$ cat src/rtl/gpio_periph_if.sv
// CPU-side register bus for gpio_periph: address, write data, write strobe, read data.
// Latency: none (wires only); rdata is registered inside the slave.
// Backpressure: none; the bus is single-master and every access completes in one cycle.
//
// Signals:
//   addr  [31:0] byte address from the CPU (bits [1:0] ignored by the slave)
//   wdata [31:0] write data from the CPU
//   we           write strobe, one write per clk edge while high
//   rdata [31:0] read data, valid one cycle after addr is presented
interface gpio_periph_if;
  logic [31:0] addr;
  logic [31:0] wdata;
  logic        we;
  logic [31:0] rdata;

  modport master (
    output addr,
    output wdata,
    output we,
    input  rdata
  );

  modport slave (
    input  addr,
    input  wdata,
    input  we,
    output rdata
  );
endinterface

$ cat src/rtl/gpio_periph.sv
// Memory-mapped GPIO: pad outputs/enables, synchronized inputs, rising-edge level irq.
// Latency: writes visible on pads/irq the cycle after the write edge; reads return 1 cycle later.
// Backpressure: none; every bus access completes in one cycle, no stall signal exists.
//
// Ports:
//   clk, rst        single clock, synchronous active-high reset
//   bus (slave)     CPU register bus: addr, wdata, we in; rdata out (registered)
//   gpio_in         asynchronous pad inputs, double-flopped before use
//   gpio_out        pad output values (DATA_OUT)
//   gpio_oe         pad output enables (DIR, 1 = drive)
//   irq             level interrupt, |(IRQ_STAT & IRQ_EN)
//
// Register map (offset within the window, addr[1:0] ignored):
//   0x00 DATA_OUT RW | 0x04 DIR RW | 0x08 DATA_IN RO | 0x0C IRQ_EN RW | 0x10 IRQ_STAT W1C
module gpio_periph #(
  parameter logic [31:0] BASE_ADDR = 32'h0200_0000,
  parameter int          WIN_BITS  = 12,
  parameter int          WIDTH     = 8
) (
  input  logic             clk,
  input  logic             rst,
  gpio_periph_if.slave     bus,
  input  logic [WIDTH-1:0] gpio_in,
  output logic [WIDTH-1:0] gpio_out,
  output logic [WIDTH-1:0] gpio_oe,
  output logic             irq
);

  localparam logic [WIN_BITS-1:0] OFF_DOUT = WIN_BITS'(32'h00);
  localparam logic [WIN_BITS-1:0] OFF_DIR  = WIN_BITS'(32'h04);
  localparam logic [WIN_BITS-1:0] OFF_DIN  = WIN_BITS'(32'h08);
  localparam logic [WIN_BITS-1:0] OFF_IEN  = WIN_BITS'(32'h0C);
  localparam logic [WIN_BITS-1:0] OFF_STAT = WIN_BITS'(32'h10);
  localparam logic [WIN_BITS-1:0] WORD_MSK = ~WIN_BITS'(32'h3);

  // Architectural state
  logic [WIDTH-1:0] dout_q,  dout_d;
  logic [WIDTH-1:0] dir_q,   dir_d;
  logic [WIDTH-1:0] ien_q,   ien_d;
  logic [WIDTH-1:0] stat_q,  stat_d;
  // Input synchronizer and edge-detect history
  logic [WIDTH-1:0] sync1_q, sync1_d;
  logic [WIDTH-1:0] sync2_q, sync2_d;
  logic [WIDTH-1:0] prev_q,  prev_d;
  logic [1:0]       arm_cnt_q, arm_cnt_d;
  logic [31:0]      rdata_q, rdata_d;

  // Decode
  logic                sel;
  logic [WIN_BITS-1:0] off;
  logic                wr_en;
  logic                arm;
  logic [WIDTH-1:0]    rise;
  logic [WIDTH-1:0]    w1c_mask;
  logic [WIDTH-1:0]    wr_bits;
  logic [WIDTH-1:0]    rd_bits;

  // Upper write-data bits beyond WIDTH are architecturally discarded.
  logic unused_wdata;
  assign unused_wdata = ^bus.wdata;

  assign sel     = (bus.addr[31:WIN_BITS] == BASE_ADDR[31:WIN_BITS]);
  assign off     = bus.addr[WIN_BITS-1:0] & WORD_MSK;
  assign wr_en   = bus.we & sel;
  assign wr_bits = bus.wdata[WIDTH-1:0];

  // Edges are suppressed for the first three cycles after reset so a pad
  // already high at reset release is not mistaken for a rising edge.
  assign arm  = (arm_cnt_q == 2'd3);
  assign rise = sync2_q & ~prev_q & {WIDTH{arm}};

  always_comb begin
    dout_d    = dout_q;
    dir_d     = dir_q;
    ien_d     = ien_q;
    w1c_mask  = '0;
    sync1_d   = gpio_in;
    sync2_d   = sync1_q;
    prev_d    = sync2_q;
    arm_cnt_d = arm ? arm_cnt_q : arm_cnt_q + 2'd1;

    if (wr_en) begin
      case (off)
        OFF_DOUT: dout_d   = wr_bits;
        OFF_DIR:  dir_d    = wr_bits;
        OFF_IEN:  ien_d    = wr_bits;
        OFF_STAT: w1c_mask = wr_bits;
        default:  ;  // DATA_IN and unmapped offsets ignore writes
      endcase
    end

    // A new edge on the same cycle as a clear keeps the bit set.
    stat_d = (stat_q & ~w1c_mask) | rise;
  end

  // Read mux sees pre-write register values, so a read of a register being
  // written in the same cycle returns the old contents.
  always_comb begin
    rd_bits = '0;
    if (sel) begin
      case (off)
        OFF_DOUT: rd_bits = dout_q;
        OFF_DIR:  rd_bits = dir_q;
        OFF_DIN:  rd_bits = sync2_q;
        OFF_IEN:  rd_bits = ien_q;
        OFF_STAT: rd_bits = stat_q;
        default:  rd_bits = '0;
      endcase
    end
    rdata_d = '0;
    rdata_d[WIDTH-1:0] = rd_bits;
  end

  always_ff @(posedge clk) begin
    if (rst) begin
      dout_q    <= '0;
      dir_q     <= '0;
      ien_q     <= '0;
      stat_q    <= '0;
      sync1_q   <= '0;
      sync2_q   <= '0;
      prev_q    <= '0;
      arm_cnt_q <= '0;
      rdata_q   <= '0;
    end else begin
      dout_q    <= dout_d;
      dir_q     <= dir_d;
      ien_q     <= ien_d;
      stat_q    <= stat_d;
      sync1_q   <= sync1_d;
      sync2_q   <= sync2_d;
      prev_q    <= prev_d;
      arm_cnt_q <= arm_cnt_d;
      rdata_q   <= rdata_d;
    end
  end

  assign bus.rdata = rdata_q;
  assign gpio_out  = dout_q;
  assign gpio_oe   = dir_q;
  assign irq       = |(stat_q & ien_q);

endmodule

$ cat src/flat_wrapper.sv
// flat-port wrapper written by rule: the top's interface ports become plain ports
module gpio_periph_flat 
#(
  parameter logic [31:0] BASE_ADDR = 32'h0200_0000,
  parameter int          WIN_BITS  = 12,
  parameter int          WIDTH     = 8
)
  (clk, rst, gpio_in, gpio_out, gpio_oe, irq, bus_addr, bus_wdata, bus_we, bus_rdata);
  gpio_periph_if bus_i ();
  input  logic clk;
  input  logic rst;
  input  logic [WIDTH-1:0] gpio_in;
  output logic [WIDTH-1:0] gpio_out;
  output logic [WIDTH-1:0] gpio_oe;
  output logic irq;
  input wire logic [$bits(bus_i.addr)-1:0] bus_addr;
  input wire logic [$bits(bus_i.wdata)-1:0] bus_wdata;
  input wire logic [$bits(bus_i.we)-1:0] bus_we;
  output wire logic [$bits(bus_i.rdata)-1:0] bus_rdata;
  assign bus_i.addr = bus_addr;
  assign bus_i.wdata = bus_wdata;
  assign bus_i.we = bus_we;
  assign bus_rdata = bus_i.rdata;
  gpio_periph #(.BASE_ADDR(BASE_ADDR), .WIN_BITS(WIN_BITS), .WIDTH(WIDTH)) u_core (.clk(clk), .rst(rst), .bus(bus_i), .gpio_in(gpio_in), .gpio_out(gpio_out), .gpio_oe(gpio_oe), .irq(irq));
endmodule
$ cat config.mk
export PLATFORM = sky130hd
export DESIGN_NAME = gpio_periph_flat
export DESIGN_NICKNAME = d
export VERILOG_FILES = /design/src/rtl/gpio_periph_if.sv /design/src/rtl/gpio_periph.sv /design/src/flat_wrapper.sv
export SDC_FILE = /design/constraint.sdc
export NUM_CORES = 1
export LEC_CHECK = 0
export CAP_MARGIN = 10
export CORE_ASPECT_RATIO = 0.75
export CORE_MARGIN = 3
export CORE_UTILIZATION = 56
export CTS_BUF_LIST = sky130_fd_sc_hd__clkbuf_16
export DETAILED_ROUTE_END_ITERATION = 16
export DONT_BUFFER_PORTS = 1
export GPL_ROUTABILITY_DRIVEN = 0
export MAX_ROUTING_LAYER = met4
export PLACE_DENSITY = 0.76
export SLEW_MARGIN = 5
export SYNTH_ARGS = -nofsm -noshare
export SYNTH_HDL_FRONTEND = slang
export SYNTH_SLANG_ARGS = --single-unit
$ cat constraint.sdc
create_clock -name clk -period 2.1 [get_ports clk]
set_clock_uncertainty 0.15 [all_clocks]
set_input_delay 0.42 -clock clk [delete_from_list [all_inputs] [get_ports clk]]
set_output_delay 0.42 -clock clk [all_outputs]
set_load 0.005 [all_outputs]
==> reports/results.ini, run 1 <==
[global_routing]
grt_pass1_wl_mm = 9.67
grt_pass1_vias = 2021
grt_overflow = 0
grt_max_degree = 68
grt_use_total_pct = 19.8
grt_antenna_before_repair = 0

[synthesis]
syn_avg_cell_area_um2 = 9.92
synth_edf_count = 0
yosysSeqAreaShare_pct = 43.4
yosysTopAreaCellShare_pct = 43.4
synth_area_um2 = 3040
ys_warn_count = 0
yosys.cell_types.count = 32
synthArstFlopShare_pct = 0
yosysMostFrequentCell = dfxtp_1
syn_inst = 307
synth_top_area_cell = dfxtp_1
synth_ff_type = dfxtp_1
synthTopCellsByCount = dfxtp_1, nand2b_1, nor2_1, mux2i_1, buf_4
ys_ff_latch = 66
synth_area_leaders = dfxtp_1, mux2i_1, nand2b_1

[placement]
hpwl_mm = 4.40
portBuffers = 0
postPlaceCellArea_um2 = 3080

[timing]
hold_violations = 0
rsz0062_at_grt = false
fin_setup_tns_ns = 0
period_share_pct = 78.7
fmax_ghz = 0.605
period_needed_ns = 1.65
slew_violations = 0
setup_violations = 0

[drt]
drc_errors = 0
wl_mm = 6.04
vias = 2115
ant_nets = 0
first_iter_violations = 103
routedWlPerCell_um = 15.6
first_pass_iters = 4
avgViaCountPerCell = 5.47

[clock_network]
cts.sinks = 66
cts.path.max_buffers = 2
hold_buffers = 0
cts_setup_buffers = 0
ctsResizeCount = 0
htree_levels = 3
insertion_delay_ns = 0.32
cts-root-buf = clkbuf_16
cts_tree = done
path_clk_slew_ns = 0.05
cts_made_buffers = 9

[setup_path]
r2r-end = u_core.stat_q[1]
cp_cell_sequence = nor4_2, nand3_2, nor4_4, buf_12, mux2i_1
worstPathArrival_ns = 1.75
cp-start-kind = input pin
crit_fanout = 8
r2r-start = u_core.arm_cnt_q[0]
critPathKind = input pin to register
path_delay_family = simple AND/OR/NAND/NOR gates
cp-end-kind = register
critPathBufInv = 1
crit_slowest_cell = nor4_2
reg2reg_depth = 4
rrSetupSlack_ns = 0.49
required_ns = 2.20
crit_path_max_incr_delay_ns = 0.36

[power]
power_mw = 2.83
power_leakage_nw = 1.18
ir_drop_uv = 486
p_per_area_nw_per_um2 = 840

[floorplan]
std_cell_rows = 22
core_area_um2 = 5060
die_w_um = 91.1
die_area_um2 = 6370
initial_utilization_pct = 60.1
ioPinCount = 124
chipHeight_um = 69.9

[layout]
area_growth_pct = 10.6
n_antenna_cell = 0
n_fill_cell = 400
regArea_um2 = 1320
fin_nets = 387
final_cell_area_um2 = 3370
multiInputGateArea_um2 = 1550
drive_gt1_share_pct = 13.3

[run]
drv_cap = 0

[worst_hold_path]
holdPathStages = 1
hold_start = rst
min_to = u_core.prev_q[0]
hold_path.class = input pin to register

[run_status]
status = completed

## per-layer routing
| layer | vias to the layer above | wire [um] | track usage, % | part of all wire (%) |
|---|---|---|---|---|
| met2 | 87 | 2850 | 32.1 | 47 |
| met4 | 0 | 67 | 7.02 | 1.1 |
| li1 | 1022 | - | - | - |
| met5 | - | 0 | - | 0 |
| met1 | 996 | 2660 | 22.4 | 44 |
| met3 | 10 | 467 | 7.86 | 7.7 |
## worst max-delay path by stage
stage	startpoint	endpoint	slack [ns]	depth (start not counted)
2_1_floorplan	bus_addr[14]	u_core.ien_q[0]	0.07	4
3_3_place_gp	bus_addr[14]	u_core.ien_q[4]	0.15	5
3_5_place_dp	bus_addr[9]	u_core.ien_q[1]	0.11	5
4_1_cts	bus_addr[9]	u_core.ien_q[1]	0.43	5
5_1_grt	bus_addr[9]	u_core.ien_q[1]	0.31	5
6_report	bus_addr[9]	u_core.gpio_oe[2]	0.45	5
## worst reg2reg max path: stages (launching register included)
cell	delay (ns)
dfxtp_1	0.35
ha_1	0.40
nor3b_1	0.31
nor2b_1	0.08
a211oi_1	0.23
## flip-flops by register name, summed over array words and instances, names as in the netlist
name / flops
u_core.arm_cnt_q: 2
u_core.prev_q: 8
u_core.bus.rdata: 8
u_core.stat_q: 8
u_core.prev_d: 8
u_core.gpio_oe: 8
u_core.ien_q: 8
u_core.gpio_out: 8
u_core.sync1_q: 8
## area by class of cell
class / count / share of cell area (%)
sequential: 66 / 39.3
inverter: 9 / 1.00
clock buffer: 9 / 6.69
timing repair buffer: 7 / 2.68
clock inverter: 6 / 1.75
tap: 72 / 2.68
multi-input combinational: 218 / 45.9
## layout by cell type, fill, tap and decap left out, drive strengths merged
cell | netlist | final
dfxtp | 66 | 66
nand2b | 34 | 34
nor2 | 27 | 27
mux2i | 25 | 25
conb | 1 | 24
nor2b | 23 | 23
a211oi | 15 | 15
nand2 | 10 | 10
inv | 9 | 9
clkbuf | 13 | 9
mux2 | 8 | 8
a221oi | 8 | 8
o21a | 8 | 8
nor4 | 8 | 8
nor3b | 7 | 7
buf | 24 | 7
a22oi | 4 | 4
nand4 | 4 | 4
clkinv | 0 | 3
nor3 | 2 | 2
clkinvlp | 0 | 2
nor4b | 2 | 2
nand3 | 1 | 1
or2 | 1 | 1
or4 | 1 | 1
a21oi | 1 | 1
nand3b | 1 | 1
a21o | 1 | 1
a31oi | 1 | 1
xor2 | 1 | 1
ha | 1 | 1
bufinv | 0 | 1
## metrics by stage
step	worst slack [ns]	hold slack [ns]	instances	utilization [%]
finish	0.448	0.0361	387	66.5
global route	0.311	0.00175	387	66.5
CTS	0.433	0.00384	387	66.5
detailed placement	0.109	0.274	372	60.8
global placement	0.147	0.269	372	60.8
floorplan	0.0695	0.264	330	-
## power breakdown
| group | internal, mW | switching [mW] | total [mW] |
|---|---|---|---|
| clock | 0.901 | 0.510 | 1.41 |
| combinational | 0.0594 | 0.0619 | 0.121 |
| sequential | 1.28 | 0.0117 | 1.30 |
## cell families after synthesis
group	Yosys count	share of synthesized area, %
other	1	0.123
AO/OA/AOI/OAI	38	9.58
multiplexers	33	11.2
AND/OR/NAND/NOR	121	26.4
buffers and inverters	46	8.63
XOR/XNOR	1	0.288
flip-flops	66	43.4
adder cells (fa/ha/maj)	1	0.411
No activity file was read; power rests on OpenSTA's default activity.
==> run 2: changes to the inputs <==
Settings changed: CORE_UTILIZATION 56 to 60, PLACE_DENSITY 0.76 to 0.78.
Clock period 2.1 ns to 1.6 ns, I/O delays scaled along.
==> run 2 against run 1 <==
Net effect:
- routed wire length rose by 4.6%
- global-route usage up 2.5 points
- total power rose by 48%
- critical path depth fell by 3
- utilization rose by 11 points
- sequential power increased by 31%
- critical path type is now register to primary output
==> reports/results.ini, run 2 (synthesis results as in run 1) <==
[clock_network]
cts_made_buffers = 9  ; unchanged
cts.path.max_buffers = 2  ; unchanged
path_clk_slew_ns = 0.06  ; about the same
cts-root-buf = clkbuf_16
htree_levels = 3  ; unchanged
cts.sinks = 66  ; unchanged
insertion_delay_ns = 0.33  ; about the same
cts_tree = done

[timing]
postLayoutSetupSlackWorst_ns = 0.0480  ; -0.400 ns
slew_violations = 0  ; unchanged
rsz0062_at_grt = false
setup_violations = 0  ; unchanged
fmax_ghz = 0.644
period_share_pct = 97.0
period_needed_ns = 1.55
hold_violations = 0  ; unchanged

[setup_path]
crit_slowest_cell = dfxtp_1
worstPathArrival_ns = 1.08  ; -0.67 ns
cp-start-kind = register
cp-end-kind = primary output
cp_cell_sequence = a22oi_1, nand4_1
critPathKind = register to primary output
r2r-start = u_core.gpio_oe[6]
crit_path_max_incr_delay_ns = 0.33  ; -0.03 ns
required_ns = 1.13  ; -1.07 ns
cp-startpoint = u_core.stat_q[5]
crit_fanout = 3  ; -5

[drt]
wl_mm = 6.32  ; +4.6%
ant_nets = 0  ; unchanged
vias = 2201  ; +4.1%
first_pass_iters = 4  ; unchanged
avgViaCountPerCell = 5.64  ; +3.3%
first_iter_violations = 123  ; +19%
routedWlPerCell_um = 16.2  ; +3.8%
drc_errors = 0  ; unchanged

[global_routing]
grt_pass1_wl_mm = 9.76  ; +1.0%
grt_use_total_pct = 22.4  ; +2.5 points
grt_max_degree = 35  ; -49%
grt_antenna_before_repair = 0  ; unchanged
grt_pass1_vias = 2063  ; +2.1%
grt_overflow = 0  ; unchanged

[layout]
fin_nets = 404  ; +4.4%
final_cell_area_um2 = 3640  ; +8.1%
multiInputGateArea_um2 = 1610  ; +4.0%
regArea_um2 = 1320  ; unchanged
area_growth_pct = 19.5
drive_gt1_share_pct = 17.4  ; +4.1 points
fin_util_pct = 77.8  ; +11 points
final_cell_mix = dfxtp_1, nand2b_1, nor2_1, mux2i_1, conb_1
n_antenna_cell = 0  ; unchanged
n_fill_cell = 306  ; -24%
mostFrequentLayoutCell = dfxtp_1

[worst_hold_path]
hold_path.class = input pin to register
hold_start = rst

[placement]
dp_slack_ns = -0.194  ; -0.303 ns
hpwl_mm = 4.38  ; -0.57%
postPlaceCellArea_um2 = 3150  ; +2.1%
portBuffers = 0  ; unchanged

[floorplan]
die_w_um = 88.3  ; -3.2%
core_area_um2 = 4680  ; -7.7%
initial_utilization_pct = 65.1  ; +5.0 points
std_cell_rows = 21  ; -4.5%
ioPinCount = 124  ; unchanged
chipHeight_um = 67.7  ; -3.1%
die_area_um2 = 5970  ; -6.2%

[run_status]
status = completed

[power]
p_per_area_nw_per_um2 = 1150  ; +37%
ir_drop_uv = 708  ; +46%
power_leakage_nw = 1.30  ; +10%
power_mw = 4.18  ; +48%

[run]
drv_cap = 0  ; unchanged

[run 2: changes by cell type in the layout (fill, tap and decap cells not counted), sizes merged]
cell and change:
dlygate4sd3 +9, buf +8, bufinv +2, clkinvlp -2
inv +1
[run 2: critical path, delay by kind of cell, from the launching register on]
family	cells	cell delay (ns)
flip-flops	1	0.33
AO/OA/AOI/OAI	1	0.25
AND/OR/NAND/NOR	1	0.18
[run 2: area by class of cell]
| type | count | area share [%] |
|---|---|---|
| Clock inverter | 7 | 3.44 |
| Clock buffer | 9 | 6.19 |
| Multi-Input combinational cell | 218 | 44.2 |
| Sequential cell | 66 | 36.3 |
| Inverter | 9 | 0.928 |
| Timing Repair Buffer | 24 | 6.95 |
| Tap cell | 57 | 1.96 |
[run 2: per-layer routing]
metal	routed length [um]	GRT usage [%]	vias to the layer above
met2	3180	36.5	74
li1	-	-	1061
met3	504	10.0	7
met1	2580	25.5	1059
met5	0	-	-
met4	59	5.09	0
[run 2: repair_timing]
item / CTS / global route
endpoints found under the setup margin: 0 / 7
gates resized for setup: 0 / 4
hold endpoints to repair: 34 / 0
setup buffers: 0 / 2
hold buffers: 10 / 0
[run 2: path summary, 6_finish.rpt]
| check | endpoint | slack (ns) | cells after the start |
|---|---|---|---|
| worst min-delay path | u_core.gpio_out[5] | 0.02 | 2 |
| worst min register to register | u_core.prev_d[7] | 0.29 | 1 |
| worst max register to register | u_core.bus.rdata[6] | 0.10 | 4 |
| worst max-delay path | irq | 0.05 | 2 |
[run 2: through the flow]
| stage | hold slack (ns) | std cells | TNS, ns |
|---|---|---|---|
| 2_1_floorplan | 0.264 | 330 | -7.73 |
| 4_1_cts | 0.0115 | 388 | 0 |
| 6_report | 0.0164 | 390 | 0 |
| 3_5_place_dp | 0.246 | 362 | -5.29 |
| 3_3_place_gp | 0.241 | 362 | -4.31 |
| 5_1_grt | 0.0121 | 390 | 0 |
[run 2: report_power, final]
group	switching, mW	total, mW	internal [mW]	leakage (nW)
Combinational	0.0987	0.208	0.109	0.598
Sequential	0.0165	1.70	1.68	0.536
Clock	0.737	2.27	1.53	0.170
